[config.mk]
export PLATFORM = sky130hd
export DESIGN_NAME = pmu_counters_flat
export DESIGN_NICKNAME = d
export VERILOG_FILES = /design/src/rtl/pmu_counters_if.sv /design/src/rtl/pmu_counters.sv /design/src/flat_wrapper.sv
export SDC_FILE = /design/constraint.sdc
export NUM_CORES = 1
export LEC_CHECK = 0
export BUFFER_PORTS_ARGS = -buffer_cell sky130_fd_sc_hd__buf_2
export CORE_UTILIZATION = 60
export DETAILED_ROUTE_END_ITERATION = 16
export PLACE_DENSITY = 0.86
export SLEW_MARGIN = 15
export SYNTH_ARGS = -nofsm -noshare
export SYNTH_HDL_FRONTEND = slang
export SYNTH_SLANG_ARGS = --single-unit
[constraint.sdc]
create_clock -name clk_i -period 4.65 [get_ports clk_i]
set_input_delay 1.1625 -clock clk_i [delete_from_list [all_inputs] [get_ports clk_i]]
set_output_delay 1.1625 -clock clk_i [all_outputs]
set_load 0.05 [all_outputs]
[src/rtl/pmu_counters_if.sv]
// pmu_counters_if
// Groups the control, write-port and status signals of the counter bank.
// Port summary:
//   softrst_i        synchronous soft reset, active-high
//   en_i             global count enable
//   events_i         one event pulse line per counter
//   we_i/waddr_i/wdata_i  software preload port
//   overflow_mask_i  selects which sticky overflow flags raise the interrupt
//   counter_value_o  current value of every counter
//   overflow_o       sticky per-counter overflow flags
//   intr_overflow_o  masked OR of the overflow flags
// The master modport drives the inputs (config/monitor side); the slave
// modport is the counter bank itself.
interface pmu_counters_if #(
  parameter int REG_WIDTH  = 32,
  parameter int N_COUNTERS = 9
);
  localparam int AW = (N_COUNTERS > 1) ? $clog2(N_COUNTERS) : 1;

  logic                  softrst_i;
  logic                  en_i;
  logic [N_COUNTERS-1:0] events_i;
  logic                  we_i;
  logic [AW-1:0]         waddr_i;
  logic [REG_WIDTH-1:0]  wdata_i;
  logic [N_COUNTERS-1:0] overflow_mask_i;
  logic [REG_WIDTH-1:0]  counter_value_o [N_COUNTERS];
  logic [N_COUNTERS-1:0] overflow_o;
  logic                  intr_overflow_o;

  modport master (
    output softrst_i, en_i, events_i, we_i, waddr_i, wdata_i, overflow_mask_i,
    input  counter_value_o, overflow_o, intr_overflow_o
  );

  modport slave (
    input  softrst_i, en_i, events_i, we_i, waddr_i, wdata_i, overflow_mask_i,
    output counter_value_o, overflow_o, intr_overflow_o
  );
endinterface

[src/rtl/pmu_counters.sv]
// pmu_counters
// Bank of N_COUNTERS free-running event counters with a software preload
// port, sticky per-counter overflow flags and a masked overflow interrupt.
// Ports:
//   clk_i   single clock
//   rstn_i  asynchronous active-low reset
//   bus     pmu_counters_if slave modport (control, write port, status)
// Events are registered once (gated by en_i) before reaching the counters,
// so an event sampled at edge k shows up in the counter after edge k+1.
module pmu_counters #(
  parameter int REG_WIDTH  = 32,
  parameter int N_COUNTERS = 9
) (
  input  logic            clk_i,
  input  logic            rstn_i,
  pmu_counters_if.slave   bus
);
  localparam int AW = (N_COUNTERS > 1) ? $clog2(N_COUNTERS) : 1;

  logic [N_COUNTERS-1:0] events_q;
  logic [REG_WIDTH-1:0]  count_q [N_COUNTERS];
  logic [N_COUNTERS-1:0] overflow_q;

  // Event capture stage. en_i is sampled alongside the event, so an event
  // already captured here still counts even if en_i drops afterwards.
  always_ff @(posedge clk_i or negedge rstn_i) begin
    if (!rstn_i) begin
      events_q <= '0;
    end else if (bus.softrst_i) begin
      events_q <= '0;
    end else begin
      events_q <= bus.events_i & {N_COUNTERS{bus.en_i}};
    end
  end

  // Counter update. A write to a counter takes precedence over its pending
  // event, which is dropped. Write addresses beyond the bank never match any
  // index, so they leave every counter untouched. Wrapping from all-ones
  // raises the sticky flag on the same edge the counter returns to zero.
  always_ff @(posedge clk_i or negedge rstn_i) begin
    if (!rstn_i) begin
      for (int n = 0; n < N_COUNTERS; n++) begin
        count_q[n] <= '0;
      end
      overflow_q <= '0;
    end else if (bus.softrst_i) begin
      for (int n = 0; n < N_COUNTERS; n++) begin
        count_q[n] <= '0;
      end
      overflow_q <= '0;
    end else begin
      for (int n = 0; n < N_COUNTERS; n++) begin
        if (bus.we_i && (bus.waddr_i == AW'(n))) begin
          count_q[n]    <= bus.wdata_i;
          overflow_q[n] <= 1'b0;
        end else if (events_q[n]) begin
          count_q[n] <= count_q[n] + REG_WIDTH'(1);
          if (&count_q[n]) begin
            overflow_q[n] <= 1'b1;
          end
        end
      end
    end
  end

  assign bus.counter_value_o = count_q;
  assign bus.overflow_o      = overflow_q;

  // Mask changes act immediately and never touch the flags themselves.
  assign bus.intr_overflow_o = |(overflow_q & bus.overflow_mask_i);
endmodule
[src/flat_wrapper.sv]
// flat-port wrapper written by rule: the top's interface ports become plain ports
module pmu_counters_flat 
#(
  parameter int REG_WIDTH  = 32,
  parameter int N_COUNTERS = 9
)
  (clk_i, rstn_i, bus_softrst_i, bus_en_i, bus_events_i, bus_we_i, bus_waddr_i, bus_wdata_i, bus_overflow_mask_i, bus_counter_value_o, bus_overflow_o, bus_intr_overflow_o);
  pmu_counters_if #(.REG_WIDTH(REG_WIDTH), .N_COUNTERS(N_COUNTERS)) bus_i ();
  input  logic clk_i;
  input  logic rstn_i;
  input wire logic [$bits(bus_i.softrst_i)-1:0] bus_softrst_i;
  input wire logic [$bits(bus_i.en_i)-1:0] bus_en_i;
  input wire logic [$bits(bus_i.events_i)-1:0] bus_events_i;
  input wire logic [$bits(bus_i.we_i)-1:0] bus_we_i;
  input wire logic [$bits(bus_i.waddr_i)-1:0] bus_waddr_i;
  input wire logic [$bits(bus_i.wdata_i)-1:0] bus_wdata_i;
  input wire logic [$bits(bus_i.overflow_mask_i)-1:0] bus_overflow_mask_i;
  output wire logic [$bits(bus_i.counter_value_o)-1:0] bus_counter_value_o;
  output wire logic [$bits(bus_i.overflow_o)-1:0] bus_overflow_o;
  output wire logic [$bits(bus_i.intr_overflow_o)-1:0] bus_intr_overflow_o;
  assign bus_i.softrst_i = bus_softrst_i;
  assign bus_i.en_i = bus_en_i;
  assign bus_i.events_i = bus_events_i;
  assign bus_i.we_i = bus_we_i;
  assign bus_i.waddr_i = bus_waddr_i;
  assign bus_i.wdata_i = bus_wdata_i;
  assign bus_i.overflow_mask_i = bus_overflow_mask_i;
  assign bus_counter_value_o = {>>{bus_i.counter_value_o}};
  assign bus_overflow_o = bus_i.overflow_o;
  assign bus_intr_overflow_o = bus_i.intr_overflow_o;
  pmu_counters #(.REG_WIDTH(REG_WIDTH), .N_COUNTERS(N_COUNTERS)) u_core (.clk_i(clk_i), .rstn_i(rstn_i), .bus(bus_i));
endmodule
==> impl_metrics.xml, run 1 <==
<?xml version="1.0" encoding="UTF-8"?>
<metrics>
  <group name="worst_setup_path">
    <metric name="cp-start-kind" unit="">input pin</metric>
    <metric name="crit_path_top_delay_cell" unit="">sky130_fd_sc_hd__buf_2</metric>
    <metric name="timing.critical_path.fanout_max" unit="">1</metric>
    <metric name="most_prevalent_standard_cell_on_the_critical_path" unit="">sky130_fd_sc_hd__buf_2</metric>
    <metric name="crit_required" unit="ns">3.49</metric>
    <metric name="cpPeakStageDelay" unit="ns">0.25</metric>
    <metric name="worst-r2r-cell-count" unit="">5</metric>
    <metric name="wp_data_arrival" unit="ns">2.22</metric>
    <metric name="critPathLaunch" unit="">bus_overflow_mask_i[3]</metric>
    <metric name="worstReg2RegEnd" unit="">u_core.bus.counter_value_o[31]$_DFFE_PN0P_</metric>
    <metric name="cp_cell_sequence" unit="">buf_2 &gt; a22o_1 &gt; a221oi_1 &gt; buf_4 &gt; nand3_1 &gt; buf_2</metric>
    <metric name="crit_path_end" unit="">bus_intr_overflow_o</metric>
    <metric name="crit_path_end_kind" unit="">output pin</metric>
    <metric name="worst_r2r_startpoint" unit="">u_core.bus.counter_value_o[4]$_DFFE_PN0P_</metric>
    <metric name="path_class" unit="">input pin to output pin</metric>
    <metric name="ff2ff_setup_slack" unit="ns">2.12</metric>
  </group>
  <group name="logic_synthesis">
    <metric name="postSynth.asyncResetShare" unit="">1.00</metric>
    <metric name="synth_area_leaders" unit="">sky130_fd_sc_hd__dfrtp_1 44%, sky130_fd_sc_hd__a211oi_1 11%, sky130_fd_sc_hd__xor2_1 8.4%</metric>
    <metric name="synth.net_count" unit="">2001</metric>
    <metric name="ys_ff_latch" unit="">306</metric>
    <metric name="postSynthAreaPerCell" unit="sq um">9.10</metric>
    <metric name="synth-warning-count" unit="">0</metric>
    <metric name="ys_types" unit="">65</metric>
    <metric name="combinational_family_with_the_most_area_after_synthesis" unit="">simple AND/OR/NAND/NOR gates</metric>
    <metric name="synthesized_netlist_cell_count" unit="">1933</metric>
    <metric name="synthesized_area_fraction_occupied_by_ao_oa_aoi_and_oai_cells" unit="">0.134</metric>
    <metric name="synth_top_area_cell" unit="">sky130_fd_sc_hd__dfrtp_1</metric>
    <metric name="synth_ff_type" unit="">sky130_fd_sc_hd__dfrtp_1</metric>
    <metric name="syn_area" unit="sq um">17600</metric>
    <metric name="synthSimpleGateAreaFrac" unit="">0.253</metric>
    <metric name="yosys.area_share.xor_xnor" unit="">0.130</metric>
    <metric name="synth.top_cell.area_share" unit="">0.435</metric>
    <metric name="synth.yosys.seq_area_share" unit="">0.435</metric>
    <metric name="synth_fa_ha_area_frac" unit="">0.00640</metric>
    <metric name="synth_edf_count" unit="">0</metric>
    <metric name="synth.mux.area_fraction" unit="">0.00682</metric>
  </group>
  <group name="power_and_ir_drop">
    <metric name="clockPowerShare" unit="">0.439</metric>
    <metric name="power_leakage" unit="nW">9.31</metric>
    <metric name="p_comb_frac" unit="">0.112</metric>
    <metric name="power.density_cell_area" unit="nW/um^2">305</metric>
    <metric name="fraction_of_power_spent_switching_nets" unit="">0.279</metric>
    <metric name="seq_power_share" unit="">0.448</metric>
    <metric name="power.net_switching" unit="mW">1.76</metric>
    <metric name="vdd.ir_drop.worst" unit="mV">0.279</metric>
    <metric name="p_int" unit="mW">4.55</metric>
  </group>
  <group name="clocking">
    <metric name="clk_path_buf_depth" unit="">3</metric>
    <metric name="cts-buffers-inserted" unit="">34</metric>
    <metric name="path_clk_slew" unit="ns">0.06</metric>
    <metric name="htreeDepth" unit="">2</metric>
    <metric name="tritoncts" unit="">done</metric>
    <metric name="insertion_delay" unit="ns">0.51</metric>
    <metric name="post-cts-setup-buffer-count" unit="">0</metric>
    <metric name="post_cts_resize_count" unit="">0</metric>
    <metric name="cts.hold.buffers_added" unit="">0</metric>
    <metric name="clkSinkCount" unit="">306</metric>
    <metric name="clk_root_buffer_cell" unit="">sky130_fd_sc_hd__clkbuf_16</metric>
  </group>
  <group name="die">
    <metric name="boundaryPins" unit="">357</metric>
    <metric name="rows" unit="">62</metric>
    <metric name="core" unit="sq um">28800</metric>
    <metric name="die_height" unit="microns">173</metric>
    <metric name="dieWidth" unit="microns">173</metric>
    <metric name="design.die.area" unit="sq um">30000</metric>
    <metric name="start_util" unit="">0.612</metric>
  </group>
  <group name="sta">
    <metric name="final.period_utilization" unit="">0.727</metric>
    <metric name="skew" unit="ns">0.0101</metric>
    <metric name="slew_headroom" unit="">0.187</metric>
    <metric name="totalNegativeSetupSlack" unit="ns">0</metric>
    <metric name="hold_violations" unit="">0</metric>
    <metric name="fin_hold_ws" unit="ns">0.585</metric>
    <metric name="period_minus_slack" unit="ns">3.38</metric>
    <metric name="worstMarginPinSlew" unit="ns">1.21</metric>
    <metric name="slew_viol_final" unit="">0</metric>
    <metric name="setup_violations" unit="">0</metric>
    <metric name="timing.fmax" unit="MHz">296</metric>
    <metric name="grt_setup_unrepaired" unit="">no</metric>
  </group>
  <group name="global_route">
    <metric name="via_count_of_the_first_global_routing_pass" unit="">15900</metric>
    <metric name="grt_max_degree" unit="">118</metric>
    <metric name="grt.overflow.total" unit="">0</metric>
    <metric name="groute.usage.overall" unit="">0.398</metric>
    <metric name="grt_antenna_before_repair" unit="">4</metric>
    <metric name="grt_pass1_wl" unit="microns">91900</metric>
  </group>
  <group name="layout">
    <metric name="finish.net_count" unit="">2274</metric>
    <metric name="layout.cell_area.non_filler" unit="sq um">20700</metric>
    <metric name="drive_above_1_share" unit="">0.209</metric>
    <metric name="top_library_cells_by_usage_in_the_layout_fill_and_taps_aside" unit="">354 x sky130_fd_sc_hd__buf_2, 325 x sky130_fd_sc_hd__nor2_1, 306 x sky130_fd_sc_hd__dfrtp_1</metric>
    <metric name="syn_to_final_growth" unit="%">17.6</metric>
    <metric name="commonest_non_fill_non_tap_cell_in_the_layout" unit="">sky130_fd_sc_hd__buf_2</metric>
  </group>
  <group name="min_path">
    <metric name="holdCritPathClass" unit="">flip-flop to flip-flop</metric>
    <metric name="hold_path_depth" unit="">2</metric>
  </group>
  <group name="route">
    <metric name="detail_route.wirelength" unit="microns">60500</metric>
    <metric name="routed_via_density" unit="">6.57</metric>
    <metric name="count_of_vias_placed_by_the_detailed_router" unit="">17200</metric>
    <metric name="antenna_violating_nets_post_route" unit="">0</metric>
    <metric name="detail_route.wl_per_cell" unit="microns">23.1</metric>
    <metric name="pre_antenna_drt_iters" unit="">5</metric>
    <metric name="drt_first_iter_violations" unit="">2091</metric>
    <metric name="route.detailed.drc" unit="">0</metric>
  </group>
  <group name="placement">
    <metric name="post_dp_cell_area" unit="sq um">19500</metric>
    <metric name="count_of_buffers_from_port_buffering" unit="">356</metric>
    <metric name="finalWeightedCongestion" unit="">0.944</metric>
    <metric name="detailedPlacementHpwl" unit="microns">39400</metric>
  </group>
  <group name="status">
    <metric name="outcome" unit="">finished clean</metric>
  </group>
  <group name="run">
    <metric name="cap_viol_max_count" unit="">0</metric>
  </group>
</metrics>
==> cells by family (layout without fill, tap and decap cells) <==
kind of cell,after synthesis,after routing
AND/OR/NAND/NOR,870,870
other,0,3
AO/OA/AOI/OAI,319,319
XOR/XNOR,262,262
adder cells (fa/ha/maj),9,9
multiplexers,12,12
flip-flops,306,306
buffers and inverters,155,453
==> sequential cells by signal (all words and copies together) (netlist names) <==
name	flops
u_core.events_q	9
u_core.bus.counter_value_o	288
u_core.bus.overflow_o	9
==> critical path: cells and delay by family <==
family	cells	cell delay, ns
AO/OA/AOI/OAI	2	0.44
AND/OR/NAND/NOR	1	0.08
buffers and inverters	3	0.55
==> per-layer routing <==
layer,GRT usage,wire length [microns]
met1,0.527,22700
met2,0.594,26200
met3,0.0908,7340
met4,0.247,4270
met5,0,22
==> power by group through the flow <==
stage	registers, mW	clock network, mW	logic, mW
floorplan	3.07	0	0.208
global placement	2.87	0	0.684
detailed placement	2.87	0	0.695
CTS	2.82	2.77	0.698
global route	2.84	2.89	0.735
finish	2.83	2.77	0.708
==> area by class of cell <==
type | count | area, sq um
antenna | 3 | 7.51
inverter | 18 | 67.6
tap | 384 | 480
clock inverter | 12 | 110
multi-input combinational | 1472 | 9350
timing repair buffer | 374 | 1970
sequential | 306 | 7660
clock buffer | 49 | 1040
fill | 2149 | 8090
==> synthesized netlist by cell type, drive strengths merged (14+ instances only) <==
cell type	count
nor2	325
dfrtp	306
a211oi	254
xor2	168
nand2	121
nand4	105
nand3	96
xnor2	94
clkbuf	92
and3	53
buf	45
nor3	34
nor4	32
and4	31
and2	25
inv	18
o21ai	16
o22ai	14
or3	14
==> worst min path at each step <==
stage,startpoint,end,slack [ns]
after floorplan,u_core.events_q[4]$_DFF_PN0_,u_core.bus.counter_value_o[128]$_DFFE_PN0P_,0.62
after global placement,u_core.bus.counter_value_o[223]$_DFFE_PN0P_,u_core.bus.overflow_o[2]$_DFFE_PN0P_,0.56
after detailed placement,u_core.bus.overflow_o[4]$_DFFE_PN0P_,u_core.bus.overflow_o[4]$_DFFE_PN0P_,0.56
after CTS,u_core.bus.overflow_o[4]$_DFFE_PN0P_,u_core.bus.overflow_o[4]$_DFFE_PN0P_,0.58
after global routing,u_core.bus.counter_value_o[223]$_DFFE_PN0P_,u_core.bus.overflow_o[2]$_DFFE_PN0P_,0.63
final,u_core.bus.counter_value_o[223]$_DFFE_PN0P_,u_core.bus.overflow_o[2]$_DFFE_PN0P_,0.59
==> through the flow <==
stage	std cells	total power [mW]	util	worst slack [ns]
finish	2618	6.31	0.719	1.27
global placement	2554	3.55	0.679	1.23
CTS	2615	6.30	0.719	1.24
floorplan	1933	3.28	-	1.51
global route	2617	6.46	0.719	1.13
detailed placement	2554	3.57	0.679	1.24
(Power assumes the default switching activity.)
==> run 2: changes to the inputs <==
--- a/config.mk
+++ b/config.mk
@@ -6,9 +6,9 @@
 export NUM_CORES = 1
 export LEC_CHECK = 0
 export BUFFER_PORTS_ARGS = -buffer_cell sky130_fd_sc_hd__buf_2
-export CORE_UTILIZATION = 60
+export CORE_UTILIZATION = 51
 export DETAILED_ROUTE_END_ITERATION = 16
-export PLACE_DENSITY = 0.86
+export PLACE_DENSITY = 0.78
 export SLEW_MARGIN = 15
 export SYNTH_ARGS = -nofsm -noshare
 export SYNTH_HDL_FRONTEND = slang
==> constraint.sdc (replaced) <==
create_clock -name clk_i -period 2.95 [get_ports clk_i]
set_input_delay 0.7375 -clock clk_i [delete_from_list [all_inputs] [get_ports clk_i]]
set_output_delay 0.7375 -clock clk_i [all_outputs]
set_load 0.05 [all_outputs]
==> run 2 against run 1 <==
  * Via count decreased by 2.0%
  * Sequential share of layout area down 0.27 points
  * Worst hold slack got worse by 0.42 ns
  * Non-clock buffer count increased by 17
  * Global-route usage fell by 4.5 points
==> impl_metrics.xml, run 2 (synthesis results as in run 1) <==
<?xml version="1.0" encoding="UTF-8"?>
<metrics>
  <group name="worst_setup_path">
    <metric name="crit_required" unit="ns">2.21</metric>
    <metric name="crit_path_end_kind" unit="">output pin</metric>
    <metric name="cp-start-kind" unit="">flip-flop</metric>
    <metric name="ff2ff_setup_slack" unit="ns">0.57</metric>
    <metric name="path_class" unit="">flip-flop to output pin</metric>
    <metric name="worst_r2r_startpoint" unit="">u_core.bus.counter_value_o[128]$_DFFE_PN0P_</metric>
    <metric name="cpPeakStageDelay" unit="ns">0.46</metric>
    <metric name="crit_path_top_delay_cell" unit="">sky130_fd_sc_hd__dfrtp_1</metric>
    <metric name="worst-r2r-cell-count" unit="">6</metric>
    <metric name="worstReg2RegEnd" unit="">u_core.bus.counter_value_o[142]$_DFFE_PN0P_</metric>
    <metric name="most_prevalent_standard_cell_on_the_critical_path" unit="">sky130_fd_sc_hd__buf_4</metric>
    <metric name="timing.critical_path.fanout_max" unit="">3</metric>
    <metric name="dominant_delay_contributor_by_cell_family_on_the_critical_path" unit="">compound AO/OA/AOI/OAI gates</metric>
    <metric name="wp_data_arrival" unit="ns">2.07</metric>
    <metric name="cp_cell_sequence" unit="">a22o_1 &gt; a221oi_1 &gt; buf_4 &gt; nand3_1 &gt; buf_4</metric>
    <metric name="cp.buffers_inverters" unit="">2</metric>
  </group>
  <group name="route">
    <metric name="drt_first_iter_violations" unit="">1660</metric>
    <metric name="pre_antenna_drt_iters" unit="">6</metric>
    <metric name="routed_via_density" unit="">6.26</metric>
    <metric name="detail_route.wirelength" unit="microns">62700</metric>
    <metric name="antenna_violating_nets_post_route" unit="">0</metric>
    <metric name="detail_route.wl_per_cell" unit="microns">23.3</metric>
    <metric name="route.detailed.drc" unit="">0</metric>
    <metric name="count_of_vias_placed_by_the_detailed_router" unit="">16900</metric>
  </group>
  <group name="min_path">
    <metric name="holdCritPathClass" unit="">input pin to asynchronous set/reset pin</metric>
  </group>
  <group name="sta">
    <metric name="skew" unit="ns">0.0117</metric>
    <metric name="period_minus_slack" unit="ns">2.80</metric>
    <metric name="final.period_utilization" unit="">0.950</metric>
    <metric name="grt_setup_unrepaired" unit="">no</metric>
    <metric name="worstMarginPinSlew" unit="ns">1.08</metric>
    <metric name="postLayoutSetupSlackWorst" unit="ns">0.147</metric>
    <metric name="totalNegativeSetupSlack" unit="ns">0</metric>
    <metric name="slew_headroom" unit="">0.279</metric>
    <metric name="hold_violations" unit="">0</metric>
    <metric name="fin_hold_ws" unit="ns">0.170</metric>
    <metric name="slew_viol_final" unit="">0</metric>
    <metric name="timing.fmax" unit="MHz">357</metric>
    <metric name="setup_violations" unit="">0</metric>
  </group>
  <group name="power_and_ir_drop">
    <metric name="fin_total_pwr" unit="mW">9.65</metric>
    <metric name="vdd.ir_drop.worst" unit="mV">0.343</metric>
    <metric name="power_leakage" unit="nW">9.35</metric>
    <metric name="power.density_cell_area" unit="nW/um^2">463</metric>
  </group>
  <group name="global_route">
    <metric name="grt_antenna_before_repair" unit="">4</metric>
    <metric name="grt_max_degree" unit="">106</metric>
    <metric name="via_count_of_the_first_global_routing_pass" unit="">15900</metric>
    <metric name="grt_pass1_wl" unit="microns">95600</metric>
    <metric name="grt.overflow.total" unit="">0</metric>
    <metric name="groute.usage.overall" unit="">0.353</metric>
  </group>
  <group name="placement">
    <metric name="finalWeightedCongestion" unit="">0.931</metric>
    <metric name="dpl_worst_slack" unit="ns">0.345</metric>
    <metric name="detailedPlacementHpwl" unit="microns">42100</metric>
    <metric name="placed_cells" unit="">2635</metric>
    <metric name="count_of_buffers_from_port_buffering" unit="">356</metric>
  </group>
  <group name="layout">
    <metric name="largest_register_ff_count" unit="">288</metric>
    <metric name="drive_above_1_share" unit="">0.212</metric>
    <metric name="stdcell_count" unit="">2695</metric>
    <metric name="syn_to_final_growth" unit="%">18.4</metric>
    <metric name="commonest_non_fill_non_tap_cell_in_the_layout" unit="">sky130_fd_sc_hd__buf_2</metric>
    <metric name="fillCellCount" unit="">2912</metric>
    <metric name="finish.net_count" unit="">2292</metric>
    <metric name="top_library_cells_by_usage_in_the_layout_fill_and_taps_aside" unit="">353 x sky130_fd_sc_hd__buf_2, 325 x sky130_fd_sc_hd__nor2_1, 306 x sky130_fd_sc_hd__dfrtp_1</metric>
  </group>
  <group name="clocking">
    <metric name="cts.hold.buffers_added" unit="">0</metric>
    <metric name="htreeDepth" unit="">2</metric>
    <metric name="post-cts-setup-buffer-count" unit="">0</metric>
    <metric name="clkSinkCount" unit="">306</metric>
    <metric name="insertion_delay" unit="ns">0.52</metric>
    <metric name="post_cts_resize_count" unit="">0</metric>
    <metric name="cts-buffers-inserted" unit="">35</metric>
    <metric name="clk_root_buffer_cell" unit="">sky130_fd_sc_hd__clkbuf_16</metric>
    <metric name="clk_path_buf_depth" unit="">3</metric>
    <metric name="tritoncts" unit="">done</metric>
    <metric name="path_clk_slew" unit="ns">0.06</metric>
  </group>
  <group name="die">
    <metric name="die_height" unit="microns">188</metric>
    <metric name="start_util" unit="">0.521</metric>
    <metric name="boundaryPins" unit="">357</metric>
    <metric name="dieWidth" unit="microns">188</metric>
    <metric name="rows" unit="">67</metric>
    <metric name="design.die.area" unit="sq um">35300</metric>
    <metric name="core" unit="sq um">33800</metric>
  </group>
  <group name="run">
    <metric name="cap_viol_max_count" unit="">0</metric>
  </group>
  <group name="status">
    <metric name="outcome" unit="">finished clean</metric>
  </group>
</metrics>
## run 2: cell types whose count changed in the layout (fill, tap and decap cells not counted), sizes merged
cell	delta
buf	+17
diode	+1
inv	+1
clkbuf	+1
bufinv	-2
clkinv	-5
## run 2: report_power, final
group	leakage, nW	total [mW]	switching (mW)	internal, mW
registers	4.23	4.46	0.162	4.30
clock network	0.509	4.05	1.73	2.32
logic	4.60	1.14	0.881	0.255
## run 2: worst max path at each step
stage                                               from                  end  cells after the start
floorplan                         bus_overflow_mask_i[3]  bus_intr_overflow_o                      3
global placement                  bus_overflow_mask_i[3]  bus_intr_overflow_o                      6
detailed placement                bus_overflow_mask_i[3]  bus_intr_overflow_o                      6
CTS                 u_core.bus.overflow_o[3]$_DFFE_PN0P_  bus_intr_overflow_o                      5
global route        u_core.bus.overflow_o[3]$_DFFE_PN0P_  bus_intr_overflow_o                      5
finish              u_core.bus.overflow_o[3]$_DFFE_PN0P_  bus_intr_overflow_o                      5
## run 2: cell type report
| type | instances | area [sq um] | share of cell area |
|---|---|---|---|
| flip-flops and latches | 306 | 7660 | 0.367 |
| clock buffers | 50 | 992 | 0.0476 |
| diodes | 4 | 10.0 | 0.000480 |
| repair buffers | 391 | 2170 | 0.104 |
| clock inverters | 6 | 33.8 | 0.00162 |
| inverters | 18 | 67.6 | 0.00324 |
| well taps | 448 | 561 | 0.0269 |
| multi-input cells | 1472 | 9350 | 0.449 |
## run 2: per-stage QoR
step / cell area, sq um / util
floorplan: 17600 / -
global placement: 19800 / 0.586
finish: 20800 / 0.617
global route: 20800 / 0.617
CTS: 20800 / 0.616
detailed placement: 19800 / 0.586
## run 2: layer usage
layer,GRT usage,vias up,wire length (microns)
li1,-,7572,-
met4,0.184,0,3570
met5,0,-,0
met3,0.0749,188,6780
met1,0.474,8168,24500
met2,0.536,937,27900
==> run 3: changes to the inputs <==
--- a/config.mk
+++ b/config.mk
@@ -6,6 +6,7 @@
 export NUM_CORES = 1
 export LEC_CHECK = 0
 export BUFFER_PORTS_ARGS = -buffer_cell sky130_fd_sc_hd__buf_2
+export CORE_MARGIN = 8
 export CORE_UTILIZATION = 51
 export DETAILED_ROUTE_END_ITERATION = 16
 export PLACE_DENSITY = 0.78
==> constraint.sdc (replaced) <==
create_clock -name clk_i -period 2.95 [get_ports clk_i]
set_input_delay 0.59 -clock clk_i [delete_from_list [all_inputs] [get_ports clk_i]]
set_output_delay 0.59 -clock clk_i [all_outputs]
set_load 0.05 [all_outputs]
==> run 3 against run 2 <==
  * Register-to-register slack gained 0.07 ns
  * Final area grew 0.97%
  * Maximum frequency is 13% higher
  * Clock power up 14%
  * Core utilization down 0.32 points
  * Flip-flop and latch count did not move
  * Routed wire length grew 4.8%
  * Critical endpoint unchanged
  * Largest cell class unchanged
==> impl_metrics.xml, run 3 (synthesis results as in run 1) <==
<?xml version="1.0" encoding="UTF-8"?>
<metrics>
  <group name="status">
    <metric name="outcome" unit="">finished clean</metric>
  </group>
  <group name="worst_setup_path">
    <metric name="path_class" unit="">flip-flop to output pin</metric>
    <metric name="ff2ff_setup_slack" unit="ns">0.64</metric>
    <metric name="worstReg2RegEnd" unit="">u_core.bus.counter_value_o[144]$_DFFE_PN0P_</metric>
    <metric name="wp_data_arrival" unit="ns">1.88</metric>
    <metric name="worst-r2r-cell-count" unit="">6</metric>
    <metric name="cp-start-kind" unit="">flip-flop</metric>
    <metric name="crit_required" unit="ns">2.36</metric>
    <metric name="worst_r2r_startpoint" unit="">u_core.bus.counter_value_o[128]$_DFFE_PN0P_</metric>
    <metric name="timing.critical_path.fanout_max" unit="">3</metric>
    <metric name="crit_path_end_kind" unit="">output pin</metric>
  </group>
  <group name="global_route">
    <metric name="grt.overflow.total" unit="">0</metric>
    <metric name="groute.usage.overall" unit="">0.311</metric>
    <metric name="grt_max_degree" unit="">99</metric>
    <metric name="grt_pass1_wl" unit="microns">99000</metric>
    <metric name="grt_antenna_before_repair" unit="">5</metric>
    <metric name="via_count_of_the_first_global_routing_pass" unit="">16100</metric>
  </group>
  <group name="sta">
    <metric name="postLayoutSetupSlackWorst" unit="ns">0.475</metric>
    <metric name="totalNegativeSetupSlack" unit="ns">0</metric>
    <metric name="final.period_utilization" unit="">0.839</metric>
    <metric name="period_minus_slack" unit="ns">2.47</metric>
    <metric name="setup_violations" unit="">0</metric>
    <metric name="slew_headroom" unit="">0.363</metric>
    <metric name="skew" unit="ns">0.0153</metric>
    <metric name="worstMarginPinSlew" unit="ns">0.951</metric>
    <metric name="timing.fmax" unit="MHz">404</metric>
    <metric name="slew_viol_final" unit="">0</metric>
    <metric name="hold_violations" unit="">0</metric>
    <metric name="grt_setup_unrepaired" unit="">no</metric>
  </group>
  <group name="clocking">
    <metric name="path_clk_slew" unit="ns">0.06</metric>
    <metric name="clk_path_buf_depth" unit="">3</metric>
    <metric name="post_cts_resize_count" unit="">0</metric>
    <metric name="insertion_delay" unit="ns">0.51</metric>
    <metric name="tritoncts" unit="">done</metric>
    <metric name="clk_root_buffer_cell" unit="">sky130_fd_sc_hd__clkbuf_16</metric>
    <metric name="cts-buffers-inserted" unit="">36</metric>
    <metric name="htreeDepth" unit="">2</metric>
    <metric name="post-cts-setup-buffer-count" unit="">0</metric>
    <metric name="cts.hold.buffers_added" unit="">0</metric>
    <metric name="clkSinkCount" unit="">306</metric>
  </group>
  <group name="die">
    <metric name="die_height" unit="microns">202</metric>
    <metric name="dieWidth" unit="microns">202</metric>
    <metric name="start_util" unit="">0.513</metric>
    <metric name="boundaryPins" unit="">357</metric>
    <metric name="core" unit="sq um">34300</metric>
    <metric name="rows" unit="">68</metric>
    <metric name="design.die.area" unit="sq um">40700</metric>
  </group>
  <group name="layout">
    <metric name="largest_register_ff_count" unit="">288</metric>
    <metric name="top_library_cells_by_usage_in_the_layout_fill_and_taps_aside" unit="">354 x sky130_fd_sc_hd__buf_2, 325 x sky130_fd_sc_hd__nor2_1, 306 x sky130_fd_sc_hd__dfrtp_1</metric>
    <metric name="commonest_non_fill_non_tap_cell_in_the_layout" unit="">sky130_fd_sc_hd__buf_2</metric>
    <metric name="fillCellCount" unit="">2892</metric>
    <metric name="syn_to_final_growth" unit="%">19.6</metric>
    <metric name="layout.cell_area.non_filler" unit="sq um">21000</metric>
    <metric name="drive_above_1_share" unit="">0.214</metric>
    <metric name="finish.net_count" unit="">2290</metric>
    <metric name="stdcell_count" unit="">2705</metric>
  </group>
  <group name="power_and_ir_drop">
    <metric name="fin_total_pwr" unit="mW">10.2</metric>
    <metric name="power.density_cell_area" unit="nW/um^2">486</metric>
    <metric name="vdd.ir_drop.worst" unit="mV">0.398</metric>
    <metric name="power_leakage" unit="nW">9.44</metric>
  </group>
  <group name="run">
    <metric name="cap_viol_max_count" unit="">0</metric>
  </group>
  <group name="min_path">
    <metric name="holdCritPathClass" unit="">input pin to asynchronous set/reset pin</metric>
  </group>
  <group name="placement">
    <metric name="detailedPlacementHpwl" unit="microns">44600</metric>
    <metric name="dpl_worst_slack" unit="ns">0.606</metric>
    <metric name="count_of_buffers_from_port_buffering" unit="">356</metric>
    <metric name="placed_cells" unit="">2639</metric>
    <metric name="finalWeightedCongestion" unit="">0.928</metric>
    <metric name="post_dp_cell_area" unit="sq um">19800</metric>
  </group>
  <group name="route">
    <metric name="detail_route.wirelength" unit="microns">65700</metric>
    <metric name="antenna_violating_nets_post_route" unit="">0</metric>
    <metric name="pre_antenna_drt_iters" unit="">5</metric>
    <metric name="detail_route.wl_per_cell" unit="microns">24.3</metric>
    <metric name="routed_via_density" unit="">6.30</metric>
    <metric name="drt_first_iter_violations" unit="">1736</metric>
    <metric name="route.detailed.drc" unit="">0</metric>
    <metric name="count_of_vias_placed_by_the_detailed_router" unit="">17000</metric>
  </group>
</metrics>
run 3: changes by cell type in the layout (fill, tap and decap cells not counted), moves of 2 or more:
cell	change
sky130_fd_sc_hd__clkbuf_16	+2
sky130_fd_sc_hd__bufinv_16	+4
sky130_fd_sc_hd__clkinv_2	+2
sky130_fd_sc_hd__buf_4	-7
sky130_fd_sc_hd__buf_12	+3
run 3: worst max path at each step:
stage                                                      startpoint                                          end  slack [ns]  cells after the start
after CTS                        u_core.bus.overflow_o[3]$_DFFE_PN0P_                          bus_intr_overflow_o        0.47                      4
after detailed placement                               bus_waddr_i[1]  u_core.bus.counter_value_o[267]$_DFFE_PN0P_        0.61                      5
after global placement                                 bus_waddr_i[1]  u_core.bus.counter_value_o[261]$_DFFE_PN0P_        0.70                      6
final                            u_core.bus.overflow_o[3]$_DFFE_PN0P_                          bus_intr_overflow_o        0.48                      4
after global routing      u_core.bus.counter_value_o[128]$_DFFE_PN0P_  u_core.bus.counter_value_o[144]$_DFFE_PN0P_        0.40                      6
after floorplan            u_core.bus.counter_value_o[32]$_DFFE_PN0P_   u_core.bus.counter_value_o[52]$_DFFE_PN0P_        0.69                      6
run 3: through the flow:
stage          hold WS, ns   util
2_1_floorplan        0.294      -
3_3_place_gp         0.581  0.578
3_5_place_dp         0.584  0.578
4_1_cts              0.114  0.613
5_1_grt              0.138  0.614
6_report             0.102  0.614
run 3: worst max-delay path, stage by stage (launching register included):
cell	delay, ns
sky130_fd_sc_hd__dfrtp_1	0.48
sky130_fd_sc_hd__a22o_1	0.29
sky130_fd_sc_hd__a221oi_1	0.24
sky130_fd_sc_hd__nand3_1	0.13
sky130_fd_sc_hd__buf_2	0.23
run 3: layer usage:
layer	up-vias	wire length (microns)	track usage
li1	7575	-	-
met1	8244	25500	0.413
met2	1010	28900	0.464
met3	199	7320	0.0757
met4	4	3960	0.169
met5	-	27	0
run 3: layout make-up:
| class | instances | area [sq um] | share of cell area |
|---|---|---|---|
| antenna | 3 | 7.51 | 0.000357 |
| clock buffer | 52 | 1050 | 0.0500 |
| clock inverter | 11 | 155 | 0.00737 |
| inverter | 18 | 67.6 | 0.00321 |
| multi-input combinational | 1472 | 9350 | 0.445 |
| sequential | 306 | 7660 | 0.364 |
| tap | 455 | 569 | 0.0271 |
| timing repair buffer | 388 | 2180 | 0.104 |
run 3: power by group:
part	switching (mW)	internal, mW	total, mW
Sequential	0.160	4.30	4.46
Combinational	0.894	0.255	1.15
Clock	1.79	2.82	4.61
